$ cat config.mk
export PLATFORM = sky130hd
export DESIGN_NAME = alu_issue_flat
export DESIGN_NICKNAME = d
export VERILOG_FILES = /design/src/rtl/alu_issue_if.sv /design/src/rtl/alu_issue.sv /design/src/flat_wrapper.sv
export SDC_FILE = /design/constraint.sdc
export NUM_CORES = 1
export LEC_CHECK = 0
export BUFFER_PORTS_ARGS = -buffer_cell sky130_fd_sc_hd__buf_2
export CORE_ASPECT_RATIO = 2
export CORE_UTILIZATION = 46
export CTS_BUF_LIST = sky130_fd_sc_hd__clkbuf_2
export DETAILED_ROUTE_END_ITERATION = 10
export GPL_ROUTABILITY_DRIVEN = 0
export MAX_ROUTING_LAYER = met4
export PLACE_DENSITY = 0.82
export SETUP_SLACK_MARGIN = 0.2
export SYNTH_ARGS = -nofsm -noshare
export SYNTH_HDL_FRONTEND = slang
export SYNTH_SLANG_ARGS = --single-unit
$ cat constraint.sdc
create_clock -name clk -period 1.9 [get_ports clk]
set_input_delay 0.38 -clock clk [delete_from_list [all_inputs] [get_ports clk]]
set_output_delay 0.38 -clock clk [all_outputs]
set_load 0.05 [all_outputs]
$ cat src/rtl/alu_issue_if.sv
// alu_issue_if: bundles the request, ALU-side and response signals of the ALU issue stage.
//   in_*   : request handshake (valid/ready) carrying opcode, operands and destination tag
//   alu_*  : registered opcode/operands out to the ALU, result back from the ALU
//   out_*  : response handshake (valid/ready) carrying result, tag and illegal flag
// Modports: master drives requests, the ALU result and out_ready; slave is the issue stage.
interface alu_issue_if #(
  parameter int XLEN  = 32,
  parameter int TAG_W = 5
);
  logic             in_valid;
  logic             in_ready;
  logic [3:0]       in_opcode;
  logic [XLEN-1:0]  in_a;
  logic [XLEN-1:0]  in_b;
  logic [TAG_W-1:0] in_rd;

  logic [3:0]       alu_opcode;
  logic [XLEN-1:0]  alu_a;
  logic [XLEN-1:0]  alu_b;
  logic [XLEN-1:0]  alu_result;

  logic             out_valid;
  logic             out_ready;
  logic [XLEN-1:0]  out_result;
  logic [TAG_W-1:0] out_rd;
  logic             out_illegal;

  modport master (
    output in_valid, in_opcode, in_a, in_b, in_rd, alu_result, out_ready,
    input  in_ready, alu_opcode, alu_a, alu_b, out_valid, out_result, out_rd, out_illegal
  );

  modport slave (
    input  in_valid, in_opcode, in_a, in_b, in_rd, alu_result, out_ready,
    output in_ready, alu_opcode, alu_a, alu_b, out_valid, out_result, out_rd, out_illegal
  );
endinterface

$ cat src/rtl/alu_issue.sv
// alu_issue: issue stage in front of the ALU. Accepts one op per handshake, holds registered
// opcode/operands on the ALU for the op's result latency, captures the result with its tag and
// offers it to writeback.
// Ports:
//   clk  : clock
//   rst  : synchronous reset, active-high
//   bus  : alu_issue_if.slave (request in_*, ALU alu_*, response out_*)
//
// state  | meaning
// -------+-----------------------------------------------------------------
// IDLE   | no op in flight, ready for a request
// EXEC   | operands applied to ALU; combinational ops captured here
// SETTLE | waiting REG_LAT cycles for registered ALU ops (ADD/SUB/MUL)
// RESP   | response valid, held until out_ready; can accept next op same edge
module alu_issue #(
  parameter int XLEN    = 32,
  parameter int TAG_W   = 5,
  parameter int REG_LAT = 1
) (
  input logic       clk,
  input logic       rst,
  alu_issue_if.slave bus
);

  localparam int CNT_W = (REG_LAT < 2) ? 1 : $clog2(REG_LAT + 1);

  typedef enum logic [1:0] {IDLE, EXEC, SETTLE, RESP} state_e;
  typedef enum logic [1:0] {CLS_REG, CLS_COMB, CLS_ILL} op_class_e;

  function automatic op_class_e op_class(input logic [3:0] op);
    case (op)
      4'b0000, 4'b0001, 4'b0010:                            op_class = CLS_REG;
      4'b0100, 4'b0110, 4'b0111, 4'b1000, 4'b1001, 4'b1010: op_class = CLS_COMB;
      default:                                              op_class = CLS_ILL;
    endcase
  endfunction

  state_e           state_q, state_d;
  logic [CNT_W-1:0] cnt_q, cnt_d;
  logic [3:0]       op_q, op_d;
  logic [XLEN-1:0]  a_q, a_d;
  logic [XLEN-1:0]  b_q, b_d;
  logic [TAG_W-1:0] rd_q, rd_d;
  logic [XLEN-1:0]  res_q, res_d;
  logic             ill_q, ill_d;
  logic             in_ready;
  logic             accept;

  always_comb begin
    state_d  = state_q;
    cnt_d    = cnt_q;
    op_d     = op_q;
    a_d      = a_q;
    b_d      = b_q;
    rd_d     = rd_q;
    res_d    = res_q;
    ill_d    = ill_q;

    // Ready never looks at in_valid, so upstream can't form a combinational loop through us.
    in_ready = (state_q == IDLE) | ((state_q == RESP) & bus.out_ready);
    accept   = in_ready & bus.in_valid;

    case (state_q)
      EXEC: begin
        if (op_class(op_q) == CLS_COMB) begin
          res_d   = bus.alu_result;
          ill_d   = 1'b0;
          state_d = RESP;
        end else begin
          cnt_d   = CNT_W'(REG_LAT);
          state_d = SETTLE;
        end
      end
      SETTLE: begin
        cnt_d = cnt_q - 1'b1;
        if (cnt_q == CNT_W'(1)) begin
          res_d   = bus.alu_result;
          ill_d   = 1'b0;
          state_d = RESP;
        end
      end
      RESP: begin
        if (bus.out_ready) state_d = IDLE;
      end
      default: ;
    endcase

    // Accept overrides the RESP drain so a same-edge drain+accept goes straight to the new op.
    if (accept) begin
      op_d = bus.in_opcode;
      a_d  = bus.in_a;
      b_d  = bus.in_b;
      rd_d = bus.in_rd;
      if (op_class(bus.in_opcode) == CLS_ILL) begin
        res_d   = '0;
        ill_d   = 1'b1;
        state_d = RESP;
      end else begin
        ill_d   = 1'b0;
        state_d = EXEC;
      end
    end
  end

  always_ff @(posedge clk) begin
    if (rst) begin
      state_q <= IDLE;
      cnt_q   <= '0;
      op_q    <= '0;
      a_q     <= '0;
      b_q     <= '0;
      rd_q    <= '0;
      res_q   <= '0;
      ill_q   <= 1'b0;
    end else begin
      state_q <= state_d;
      cnt_q   <= cnt_d;
      op_q    <= op_d;
      a_q     <= a_d;
      b_q     <= b_d;
      rd_q    <= rd_d;
      res_q   <= res_d;
      ill_q   <= ill_d;
    end
  end

  assign bus.in_ready    = in_ready;
  assign bus.alu_opcode  = op_q;
  assign bus.alu_a       = a_q;
  assign bus.alu_b       = b_q;
  assign bus.out_valid   = (state_q == RESP);
  assign bus.out_result  = res_q;
  assign bus.out_rd      = rd_q;
  assign bus.out_illegal = ill_q;

endmodule

$ cat src/flat_wrapper.sv
// flat-port wrapper written by rule: the top's interface ports become plain ports
module alu_issue_flat 
#(
  parameter int XLEN    = 32,
  parameter int TAG_W   = 5,
  parameter int REG_LAT = 1
)
  (clk, rst, bus_in_valid, bus_in_opcode, bus_in_a, bus_in_b, bus_in_rd, bus_alu_result, bus_out_ready, bus_in_ready, bus_alu_opcode, bus_alu_a, bus_alu_b, bus_out_valid, bus_out_result, bus_out_rd, bus_out_illegal);
  alu_issue_if #(.XLEN(XLEN), .TAG_W(TAG_W)) bus_i ();
  input logic clk;
  input logic rst;
  input wire logic [$bits(bus_i.in_valid)-1:0] bus_in_valid;
  input wire logic [$bits(bus_i.in_opcode)-1:0] bus_in_opcode;
  input wire logic [$bits(bus_i.in_a)-1:0] bus_in_a;
  input wire logic [$bits(bus_i.in_b)-1:0] bus_in_b;
  input wire logic [$bits(bus_i.in_rd)-1:0] bus_in_rd;
  input wire logic [$bits(bus_i.alu_result)-1:0] bus_alu_result;
  input wire logic [$bits(bus_i.out_ready)-1:0] bus_out_ready;
  output wire logic [$bits(bus_i.in_ready)-1:0] bus_in_ready;
  output wire logic [$bits(bus_i.alu_opcode)-1:0] bus_alu_opcode;
  output wire logic [$bits(bus_i.alu_a)-1:0] bus_alu_a;
  output wire logic [$bits(bus_i.alu_b)-1:0] bus_alu_b;
  output wire logic [$bits(bus_i.out_valid)-1:0] bus_out_valid;
  output wire logic [$bits(bus_i.out_result)-1:0] bus_out_result;
  output wire logic [$bits(bus_i.out_rd)-1:0] bus_out_rd;
  output wire logic [$bits(bus_i.out_illegal)-1:0] bus_out_illegal;
  assign bus_i.in_valid = bus_in_valid;
  assign bus_i.in_opcode = bus_in_opcode;
  assign bus_i.in_a = bus_in_a;
  assign bus_i.in_b = bus_in_b;
  assign bus_i.in_rd = bus_in_rd;
  assign bus_i.alu_result = bus_alu_result;
  assign bus_i.out_ready = bus_out_ready;
  assign bus_in_ready = bus_i.in_ready;
  assign bus_alu_opcode = bus_i.alu_opcode;
  assign bus_alu_a = bus_i.alu_a;
  assign bus_alu_b = bus_i.alu_b;
  assign bus_out_valid = bus_i.out_valid;
  assign bus_out_result = bus_i.out_result;
  assign bus_out_rd = bus_i.out_rd;
  assign bus_out_illegal = bus_i.out_illegal;
  alu_issue #(.XLEN(XLEN), .TAG_W(TAG_W), .REG_LAT(REG_LAT)) u_core (.clk(clk), .rst(rst), .bus(bus_i));
endmodule
After elaboration in Yosys (flattened, before gate mapping):

Memories as Yosys holds them, arrays and structs flattened. A register that Yosys moved wholly into a read port is not among the register bits.
Cells that the tools add are included.

* latch bits: 0
* output and inout port bits: 108
* memories kept: 2
* input bits: 109
* ROM bits: 64
* RAM bits: 0
* word-level logic and storage cells: 52
* bits in registers: 109

* add/subtract/negate cells: 1
* $mul: 0
* muxes and demuxes: 22
* eq/ne operators: 9
* shift-type cells: 0
* divide/modulo/power cells: 0
* bitwise logic cells: 3
* $lt $le $gt $ge: 0
* reduce and logical (&&, ||, !) cells: 7

Memory list
* (name not given): words 16, bits a word 2, read ports 1, clocked after memory_dff 1, write ports 0, RTL line alu_issue.sv:31 `case (op)`
* (name not given): words 16, bits a word 2, read ports 1, clocked after memory_dff 0, write ports 0, RTL line alu_issue.sv:31

Operators by type and width (count)
* $mux W32: 4
* $pmux W32 S2: 1
* $mux W2: 6
* $mux W4: 2
* $eq A2 B2 Y1 const B: 3
* $mux W1: 6
* $ne A3 B1 Y1 const B: 2
* $pmux W2 S3: 1
* $reduce_and A3 Y1: 2
* $eq A2 B1 Y1 const B: 2
* $pmux W1 S2: 2
* $reduce_bool A4 Y1: 1
* $ne A3 B2 Y1 const B: 1
* $reduce_bool A3 Y1: 1
* $and A1 B1 Y1: 2
* $logic_not A2 Y1: 1
* $ne A2 B2 Y1 const B: 1
* $reduce_and A2 Y1: 1
* $reduce_bool A2 Y1: 1
* $or A1 B1 Y1: 1
* $sub A1 B1 Y1 const B: 1

Logic depth before layout (Yosys ltp):

Gate-level depths: netlist of run 1.

* depth in word-level cells: 8
* gate-level depth with buffers: 8
* gate-level depth less buffers: 6

Least setup slack after synthesis of run 1:

No wires, ideal clock.

* path type: register -> register
* start: register u_core.state_q[1]
* end: register u_core.ill_q (netlist: u_core.bus.out_illegal)
* slack: -366 ps
* data required time: 1831 ps
* clock period less this slack: 2266 ps
* cell stages (with the launch flop): 6
* data arrival time: 2197 ps
* cells stage by stage: dfxtp_1 -> ha_1 -> a21o_1 -> nand2_2 -> or4_1 -> o21ai_1

* longest elaborated chain between the ends: 6
* elaborated cells on any way between the ends: 13

RTL lines
* from (decl): RTL line alu_issue.sv:38 `state_e state_q, state_d;`
* from (signal assigned): RTL line alu_issue.sv:116 `state_q <= state_d;`
* $eq A2 B2 Y1 *
* named net bus_out_valid: RTL line flat_wrapper.sv:23 `output wire logic [$bits(bus_i.out_valid)-1:0] bus_out_valid;`
* $and A1 B1 Y1 *: RTL line alu_issue.sv:60 `in_ready = (state_q == IDLE) | ((state_q == RESP) & bus.out_ready);`
* $or A1 B1 Y1 *: RTL line alu_issue.sv:60
* named net bus_in_ready: RTL line flat_wrapper.sv:19 `output wire logic [$bits(bus_i.in_ready)-1:0] bus_in_ready;`
* $and A1 B1 Y1 *: RTL line alu_issue.sv:61 `accept = in_ready & bus.in_valid;`
* $ne A3 B1 Y1 (no source line) or $reduce_bool A3 Y1 (tied branches)
* $reduce_and A3 Y1 (no source line)
* to (signal assigned): RTL line alu_issue.sv:123 `ill_q <= ill_d;`
* to (decl): RTL line alu_issue.sv:45 `logic ill_q, ill_d;`

The timed path passes the listed nets; every way through them passes the cells marked *.
A chain may end at the register's enable or synchronous reset.

Worst setup path in the final report of run 1:

* start: register u_core.state_q[0]
* end: output port bus_in_ready

* longest elaborated chain between the ends: 3
* elaborated cells on any way between the ends: 4

RTL lines (RTL line)
* $eq A2 B2 Y1: alu_issue.sv:60
* $and A1 B1 Y1: alu_issue.sv:60
* $or A1 B1 Y1 *: alu_issue.sv:60
* to (decl): flat_wrapper.sv:19

Every way passes the cells marked *; elsewhere a longest branch is shown, timed or not.

==> results.sh, run 1 <==
export IMPL_min_period_over_period_pct=102
export IMPL_internal_power_mw=4.35
export IMPL_path_max_fanout=4
export IMPL_synth_adder_area_share_pct=1.55
export IMPL_yosys_top_cells_area="dfxtp_1 55%, nand2_1 14%, a21oi_1 9.6%, a22oi_1 6.5%, nor2_1 3.4%"
export IMPL_totalWireLength_mm=14.1
export IMPL_syn_inst=480
export IMPL_synth_distinct_cells=31
export IMPL_skew_ps=27.9
export IMPL_clock_fmax_ghz=0.516
export IMPL_ys_flop_type="dfxtp_1"
export IMPL_die_h_um=134
export IMPL_layout_common_cells="169 x buf_2, 149 x nand2_1, 103 x dfxtp_1"
export IMPL_switching_share_pct=45.5
export IMPL_die_w_um=68.2
export IMPL_htreeDepth=3
export IMPL_die_area_mm2=0.00916
export IMPL_cts_buffer_depth=2
export IMPL_grt_max_degree=46
export IMPL_multi_input_area_mm2=0.00172
export IMPL_grt_pass1_wl_mm=19.8
export IMPL_syn_num_nets=594
export IMPL_hold_violations=0
export IMPL_synthMuxAreaShare_pct=0.559
export IMPL_switchingPower_mw=3.64
export IMPL_relSlewSlack_pct=53.2
export IMPL_yosys_area_top_type="dfxtp_1"
export IMPL_routedWlPerCell_um=15.8
export IMPL_dr_pass1_iters=5
export IMPL_synth_top_cell_area_share_pct=55.1
export IMPL_setup_ws_ps=-36.5
export IMPL_async_flop_share_pct=0
export IMPL_synth_top_family_by_area="simple AND/OR/NAND/NOR gates"
export IMPL_track_usage_pct=29.2
export IMPL_rsz0062_at_grt="true"
export IMPL_grt_overflow=0
export IMPL_synth_simple_gate_area_share_pct=19.0
export IMPL_path_clk_slew_ps=270
export IMPL_port_buffers=216
export IMPL_syn_cell_area_mm2=0.00403
export IMPL_drc=0
export IMPL_worst_setup_path_end_kind="output pin"
export IMPL_outcome="finished with violations"
export IMPL_synthXorXnorAreaFrac_pct=0.435
export IMPL_finalNetCount=902
export IMPL_ys_ff_latch=111
export IMPL_start_util_pct=46.9
export IMPL_ir_drop_mv=0.879
export IMPL_dp_hpwl_mm=7.83
export IMPL_synth_enable_flop_cells=0
export IMPL_period_minus_slack_ps=1940
export IMPL_combPwrFrac_pct=51.5
export IMPL_setup_viol=1
export IMPL_crit_path_max_incr_delay_ps=450
export IMPL_drt_iter0_drc=235
export IMPL_cap_violations=0
export IMPL_synth_compound_area_share_pct=18.9
export IMPL_powerDensity_mw_per_mm2=1210
export IMPL_violations="negative setup slack"
export IMPL_mostFrequentLayoutCell="buf_2"
export IMPL_power_leakage_nw=2.99
export IMPL_clockPowerShare_pct=11.7
export IMPL_final_max_slew_viol_count=0
export IMPL_ys_seq_area_share_pct=55.1
export IMPL_utilization_pct=77.1
export IMPL_critPathLaunchType="flop"
export IMPL_drtAntennaViolNets=0
export IMPL_syn2layout_area_growth_pct=64.3
export IMPL_worstSetupPathType="reg2out"
export IMPL_cts_tree="yes"
export IMPL_crit_chain="inv_4 -> ha_4 -> a21o_4 -> buf_8"
export IMPL_cp_required_ps=1520
export IMPL_io_pins=217
export IMPL_clockRootBuffer="clkbuf_2"
export IMPL_hold_path_class="in2reg"
export IMPL_numCtsBuffers=9
export IMPL_antenna_found_initial=1
export IMPL_fin_cells=894
export IMPL_crit_arrival_ps=1560
export IMPL_register_area_mm2=0.00224
export IMPL_drt_vias_per_instance=5.22
export IMPL_place_inst=773
export IMPL_clk_latency_ps=570
export IMPL_placementRows=48
export IMPL_crit_path_top_delay_cell="dfxtp_4"
export IMPL_vias=4666
export IMPL_cts_sinks=111
export IMPL_tightest_slew_ps=700
export IMPL_syn_area_per_cell_um2=8.40
export IMPL_seqPwrFrac_pct=36.8
export IMPL_drive_above_1_share_pct=35.6
export IMPL_grt_pass1_vias=4505
export IMPL_ys_warn_count=0
export IMPL_core_area_mm2=0.00859
export IMPL_nFillCells=534
[cells in the mapped netlist (2+ instances only)]
cell type and n:
nor2b_1 3, nor2_1 36, buf_1 4, inv_1 3, mux2_1 2, buf_4 3, xor2_1 2, a21oi_1 77
nand2b_1 3, buf_2 19, ha_1 5, a22oi_1 35, o21ai_0 2, clkbuf_1 8, a311oi_1 3, nand3b_1 2
nand2_1 149, dfxtp_1 111
[through the flow]
stage                     setup TNS (ps)  area, µm²  power, mW  setup WS (ps)  hold slack (ps)
final                              -36.5       6620       7.99          -36.5             51.9
after global routing                -145       6620       8.36           -123           -0.477
after CTS                          -75.9       6300       7.39          -75.9            0.216
after detailed placement           -3970       5200       6.12           -149              445
after global placement             -2000       5200       6.04          -68.1              439
after floorplan                        0       4050       5.32            219              501
[worst paths after layout]
check	start	end	slack (ps)	cells after the start
setup / recovery	u_core.state_q[0]	bus_in_ready	-40	4
hold / removal	bus_alu_result[20]	u_core.bus.out_result[20]	50	3
setup reg to reg	u_core.state_q[1]	u_core.bus.out_result[6]	40	9
hold reg to reg	u_core.bus.alu_a[13]	u_core.bus.alu_a[13]	470	2
[flip-flops by register name, summed over array words and instances (netlist names), named ones only]
signal / count
u_core.bus.out_result: 32
u_core.bus.alu_a: 32
u_core.cnt_q: 1
u_core.bus.out_illegal: 1
u_core.bus.alu_opcode: 4
u_core.bus.alu_b: 32
u_core.state_q: 2
u_core.bus.out_rd: 5
[power groups by stage]
stage / clock network [mW] / registers, mW / logic (mW)
2_1_floorplan: 0 / 4.04 / 1.28
3_3_place_gp: 0 / 2.94 / 3.10
3_5_place_dp: 0 / 2.96 / 3.17
4_1_cts: 0.962 / 2.92 / 3.51
5_1_grt: 1.04 / 2.98 / 4.34
6_report: 0.936 / 2.94 / 4.11
[routing by layer]
layer,vias up,global-route usage (%),wire length (µm)
met1,2158,27.0,4760
met3,73,5.87,706
met5,-,-,0
met4,0,20.8,788
met2,220,50.3,7860
li1,2215,-,-
[timing repair]
| item | CTS | global route |
|---|---|---|
| setup endpoints to repair | 103 | 132 |
| setup buffers | 5 | 5 |
| gates resized for setup | 26 | 60 |
| pin swaps | 2 | 3 |
| hold buffers | 89 | 1 |
| gates cloned | 0 | 4 |
| endpoints found under the hold margin | 89 | 1 |
[cell type report]
class / instances / share of cell area (%)
Sequential cell: 111 / 33.8
Multi-Input combinational cell: 331 / 25.9
Timing Repair Buffer: 331 / 36.7
Inverter: 4 / 0.302
Clock buffer: 9 / 0.680
Antenna cell: 1 / 0.0378
Clock inverter: 7 / 0.699
Tap cell: 100 / 1.89
[cell families after synthesis]
family                     after synthesis
adders and majority gates                5
and+or+nand+nor                        196
buffers and inverters                   38
xor gates and xnor gates                 2
muxes                                    2
AOI/OAI and AO/OA                      126
DFF                                    111
[worst max-delay path: cells and delay by family, from the launching register on]
family          cells  cell delay [ps]
fa+ha+maj           1              160
compound gates      1              190
buf+inv             2              200
flops               1              450
No activity file was read; power rests on OpenSTA's default activity.
==> run 2, diff against run 1 <==
CORE_MARGIN = 2   (was not set)
CTS_CLUSTER_SIZE = 10   (was not set)
==> run 2 against run 1 <==
The run still ends with negative setup slack left. Largest power group unchanged. Global-route usage decreased by 3.5 points. Core utilization increased by 12 points. Combinational power rose by 34%. First-iteration DRC count is 29% higher. Worst setup slack better by 6.1 ps. Sequential share of layout area fell by 4.7 points. Critical path type unchanged. Register-to-register slack lost 30 ps. Sequential power up 2%. Critical path depth stayed put. Total power grew 19%.
==> results.sh, run 2 (synthesis gave the netlist of run 1 again) <==
export IMPL_clock_fmax_ghz=0.518
export IMPL_worstSetupPathType="reg2out"
export IMPL_layout_common_cells="192 x buf_2, 106 x dfxtp_1, 78 x nand2_1"
export IMPL_drtAntennaViolNets=0
export IMPL_skew_ps=34.8
export IMPL_die_area_mm2=0.00957
export IMPL_die_w_um=70.2
export IMPL_crit_path_top_delay_cell="dfxtp_4"
export IMPL_numCtsBuffers=9
export IMPL_cts_sinks=111
export IMPL_cap_violations=0
export IMPL_cts_buffer_depth=2
export IMPL_vias=5042
export IMPL_placementRows=48
export IMPL_grt_pass1_vias=4389
export IMPL_finalNetCount=907
export IMPL_power_leakage_nw=3.43
export IMPL_port_buffers=216
export IMPL_dp_hpwl_mm=7.94
export IMPL_ir_drop_mv=0.956
export IMPL_period_minus_slack_ps=1930
export IMPL_io_pins=217
export IMPL_hold_violations=0
export IMPL_rsz0062_at_grt="true"
export IMPL_drt_iter0_drc=303
export IMPL_grt_pass1_wl_mm=19.3
export IMPL_track_usage_pct=25.7
export IMPL_outcome="finished with violations"
export IMPL_stdcell_area_mm2=0.00768
export IMPL_path_clk_slew_ps=270
export IMPL_drc=0
export IMPL_clockRootBuffer="clkbuf_2"
export IMPL_drt_vias_per_instance=5.61
export IMPL_nFillCells=361
export IMPL_start_util_pct=46.9
export IMPL_antenna_found_initial=1
export IMPL_violations="negative setup slack"
export IMPL_powerDensity_mw_per_mm2=1240
export IMPL_drive_above_1_share_pct=55.6
export IMPL_tightest_slew_ps=600
export IMPL_core_area_mm2=0.00859
export IMPL_clk_latency_ps=570
export IMPL_setup_ws_ps=-30.4
export IMPL_htreeDepth=3
export IMPL_totalPowerFinal_mw=9.53
export IMPL_cts_tree="yes"
export IMPL_syn2layout_area_growth_pct=90.5
export IMPL_cp_required_ps=1520
export IMPL_crit_arrival_ps=1550
export IMPL_routedWlPerCell_um=20.2
export IMPL_path_max_fanout=4
export IMPL_placed_cell_area_mm2=0.00522
export IMPL_hold_path_class="in2reg"
export IMPL_mostFrequentLayoutCell="buf_2"
export IMPL_die_h_um=136
export IMPL_relSlewSlack_pct=60.0
export IMPL_min_period_over_period_pct=102
export IMPL_totalWireLength_mm=18.1
export IMPL_grt_overflow=0
export IMPL_setup_viol=1
export IMPL_worst_setup_path_end_kind="output pin"
export IMPL_crit_path_max_incr_delay_ps=450
export IMPL_final_max_slew_viol_count=0
export IMPL_dr_pass1_iters=6
export IMPL_grt_max_degree=74
export IMPL_critPathLaunchType="flop"
export IMPL_crit_chain="inv_2 -> ha_4 -> a21o_4 -> buf_8"
-- run 2: cell types whose count changed in the layout (fill, tap and decap cells not counted), moves of 24 or more --
cell,before,now
nand2_1,149,78
nand2_4,0,37
a21oi_1,76,42
nand2_2,1,35
a21oi_2,1,33
nor2_1,36,8
nor2_4,0,28
clkbuf_4,41,17
-- run 2: through the flow --
step           std cells  hold WS [ps]  worst slack, ps  TNS [ps]  utilization [%]
2_1_floorplan        480           501              219         0                -
3_3_place_gp         770           439              225         0             60.8
3_5_place_dp         770           444              147         0             60.8
4_1_cts              859         0.169            -54.5     -54.5             71.3
5_1_grt              899          13.2            -76.1      -101             89.4
6_report             899          42.4            -30.4     -30.4             89.4
-- run 2: final timing paths --
check | from | to | slack [ps] | cells past startpoint
min reg2reg | u_core.bus.alu_a[29] | u_core.bus.alu_a[29] | 470 | 2
max | u_core.state_q[1] | bus_in_ready | -30 | 4
min | bus_in_a[1] | u_core.bus.alu_a[1] | 40 | 3
max reg2reg | u_core.state_q[1] | u_core.state_q[1] | 10 | 8
-- run 2: area by class of cell --
cell class	instances	area, µm²	area share (%)
clock buffers	10	50.0	0.652
diodes	1	2.50	0.0326
clock inverters	6	61.3	0.799
multi-input cells	333	2520	32.8
flip-flops and latches	111	2230	29.1
well taps	100	125	1.63
repair buffers	334	2670	34.7
inverters	4	17.5	0.228
-- run 2: report_power, final --
| part | leakage [nW] | switching, mW | internal [mW] |
|---|---|---|---|
| registers | 0.908 | 0.285 | 2.70 |
| logic | 2.46 | 3.36 | 2.13 |
| clock network | 0.0632 | 0.754 | 0.302 |
| total | 3.43 | 4.40 | 5.13 |
-- run 2: per-layer routing --
layer | global-route usage [%] | up-vias | part of all wire [%]
li1 | - | 2236 | -
met1 | 26.0 | 2366 | 33
met2 | 45.3 | 338 | 54
met3 | 5.11 | 102 | 6.7
met4 | 15.2 | 0 | 6.4
met5 | - | - | 0
-- run 2: critical path: cells and delay by family (launching register included) --
kind / cells / cell delay [ps]
adders and majority gates: 1 / 150
DFF: 1 / 450
AOI/OAI and AO/OA: 1 / 190
buffers and inverters: 2 / 210
-- run 2: timing repair --
item | CTS | global route
resized for setup | 24 | 261
cloned | 0 | 23
hold endpoints to repair | 68 | 2
hold buffers | 68 | 2
buffers inserted | 5 | 14
setup endpoints to repair | 108 | 79
pin swaps | 1 | 77
==> run 3, diff against run 2 <==
CORE_UTILIZATION = 30   (was 46)
PLACE_DENSITY = not set   (was 0.82)
SETUP_SLACK_MARGIN = 0.5   (was 0.2)
==> run 3 against run 2 <==
Largest cell class unchanged. Combinational power grew 31%. Flip-flop and latch count unchanged. Largest power group unchanged. Sequential power rose by 5%. First-iteration DRC count fell by 39%. The flow still finishes with violations (negative setup slack).
==> results.sh, run 3 (synthesis gave the netlist of run 1 again) <==
export IMPL_path_max_fanout=4
export IMPL_htreeDepth=3
export IMPL_core_area_mm2=0.0131
export IMPL_drive_above_1_share_pct=72.0
export IMPL_rr_endpoint="u_core.bus.alu_a[1]"
export IMPL_cts_tree="yes"
export IMPL_rsz0062_at_grt="true"
export IMPL_io_pins=217
export IMPL_drtAntennaViolNets=0
export IMPL_routedWlPerCell_um=20.8
export IMPL_port_buffers=216
export IMPL_cts_sinks=111
export IMPL_worstSetupPathType="reg2out"
export IMPL_min_from="bus_alu_result[3]"
export IMPL_grt_max_degree=50
export IMPL_clockRootBuffer="clkbuf_2"
export IMPL_crit_arrival_ps=1580
export IMPL_totalWireLength_mm=21.5
export IMPL_die_area_mm2=0.0144
export IMPL_vias=5338
export IMPL_die_h_um=168
export IMPL_worst_setup_path_end_kind="output pin"
export IMPL_drt_vias_per_instance=5.17
export IMPL_setup_ws_ps=-55.2
export IMPL_track_usage_pct=22.9
export IMPL_hold_path_class="in2reg"
export IMPL_cp_required_ps=1520
export IMPL_syn2layout_area_growth_pct=146
export IMPL_min_path_cells=3
export IMPL_cap_violations=0
export IMPL_dr_pass1_iters=6
export IMPL_violations="negative setup slack"
export IMPL_period_minus_slack_ps=1960
export IMPL_hold_violations=0
export IMPL_min_period_over_period_pct=103
export IMPL_finalNetCount=987
export IMPL_die_w_um=86.0
export IMPL_totalPowerFinal_mw=11.4
export IMPL_relSlewSlack_pct=57.9
export IMPL_clk_latency_ps=610
export IMPL_ir_drop_mv=0.606
export IMPL_rr_worst_depth=10
export IMPL_r2r_start="u_core.state_q[0]"
export IMPL_clock_fmax_ghz=0.511
export IMPL_tightest_slew_ps=631
export IMPL_powerDensity_mw_per_mm2=1150
export IMPL_placementRows=59
export IMPL_start_util_pct=30.8
export IMPL_drc=0
export IMPL_final_max_slew_viol_count=0
export IMPL_drt_iter0_drc=185
export IMPL_skew_ps=53.5
export IMPL_setup_viol=1
export IMPL_grt_pass1_wl_mm=25.2
export IMPL_min_to="u_core.bus.out_result[3]"
export IMPL_tns_ps=-55.2
export IMPL_grt_overflow=0
export IMPL_path_clk_slew_ps=280
export IMPL_critPathLaunchType="flop"
export IMPL_layout_common_cells="108 x buf_8, 108 x buf_2, 103 x dlygate4sd3_1"
export IMPL_numCtsBuffers=9
export IMPL_cts_buffer_depth=2
export IMPL_power_leakage_nw=4.18
export IMPL_antenna_found_initial=2
export IMPL_outcome="finished with violations"
export IMPL_ff2ff_setup_slack_ps=70
export IMPL_dp_hpwl_mm=8.82
export IMPL_hold_ws_ps=90.3
export IMPL_grt_pass1_vias=5141
[run 3: cell types whose count changed in the layout (fill, tap and decap cells not counted), moves of 6 or more]
cell           previous run  this run
a22oi_1                  29         5
a22oi_2                   6        30
buf_12                    8        16
buf_2                   192       108
buf_4                    17        45
buf_6                     8        14
buf_8                     6       108
clkbuf_4                 17         0
dfxtp_1                 106         3
dfxtp_2                   3       101
dlygate4sd3_1            70       103
nand2_1                  78        69
nand2_2                  35        43
[run 3: cell type report]
cell class / instances / area, µm²
Tap cell: 152 / 190
Inverter: 4 / 22.5
Sequential cell: 111 / 2370
Clock buffer: 10 / 50.0
Multi-Input combinational cell: 333 / 2690
Antenna cell: 2 / 5.00
Fill cell: 773 / 3150
Timing Repair Buffer: 414 / 4540
Clock inverter: 6 / 45.0
[run 3: metal layers]
| layer | routed length, µm | up-vias | track usage [%] |
|---|---|---|---|
| li1 | - | 2394 | - |
| met1 | 6940 | 2578 | 20.9 |
| met2 | 12100 | 274 | 43.1 |
| met3 | 1140 | 92 | 5.00 |
| met4 | 1290 | 0 | 11.5 |
| met5 | 0 | - | - |
[run 3: what timing repair did]
item / CTS / global route
gates resized for setup: 454 / 281
setup buffers: 24 / 39
endpoints found under the hold margin: 103 / 0
pin swaps: 6 / 49
hold buffers: 103 / 0
gates cloned: 8 / 16
endpoints found under the setup margin: 218 / 219
[run 3: worst max-delay path by stage]
| stage | from | to | slack, ps | cells after the start |
|---|---|---|---|---|
| final | u_core.state_q[0] | bus_in_ready | -60 | 4 |
| after detailed placement | u_core.state_q[0] | u_core.bus.alu_a[15] | 190 | 7 |
| after global placement | u_core.state_q[0] | u_core.bus.alu_a[30] | 300 | 7 |
| after global routing | u_core.state_q[0] | bus_in_ready | -130 | 4 |
| after floorplan | u_core.state_q[1] | u_core.bus.out_illegal | 310 | 5 |
| after CTS | u_core.state_q[0] | bus_in_ready | -100 | 4 |
[run 3: worst max-delay path, cell delays in order, from the launching register on]
cell	delay [ps]
dfxtp_4	460
inv_4	50
ha_4	150
a21o_4	190
buf_12	150
[run 3: where the power goes]
group / internal (mW) / total [mW] / switching, mW
clock: 0.191 / 1.02 / 0.826
combinational: 3.46 / 7.20 / 3.74
sequential: 2.77 / 3.15 / 0.383
total: 6.42 / 11.4 / 4.95
[run 3: per-stage QoR]
step | setup WS, ps | util, % | instance area [µm²] | instances
floorplan | 313 | - | 4120 | 480
global placement | 305 | 40.7 | 5320 | 824
detailed placement | 192 | 40.7 | 5320 | 824
CTS | -96.5 | 62.7 | 8190 | 975
global route | -130 | 75.9 | 9910 | 1032
finish | -55.2 | 75.9 | 9910 | 1032
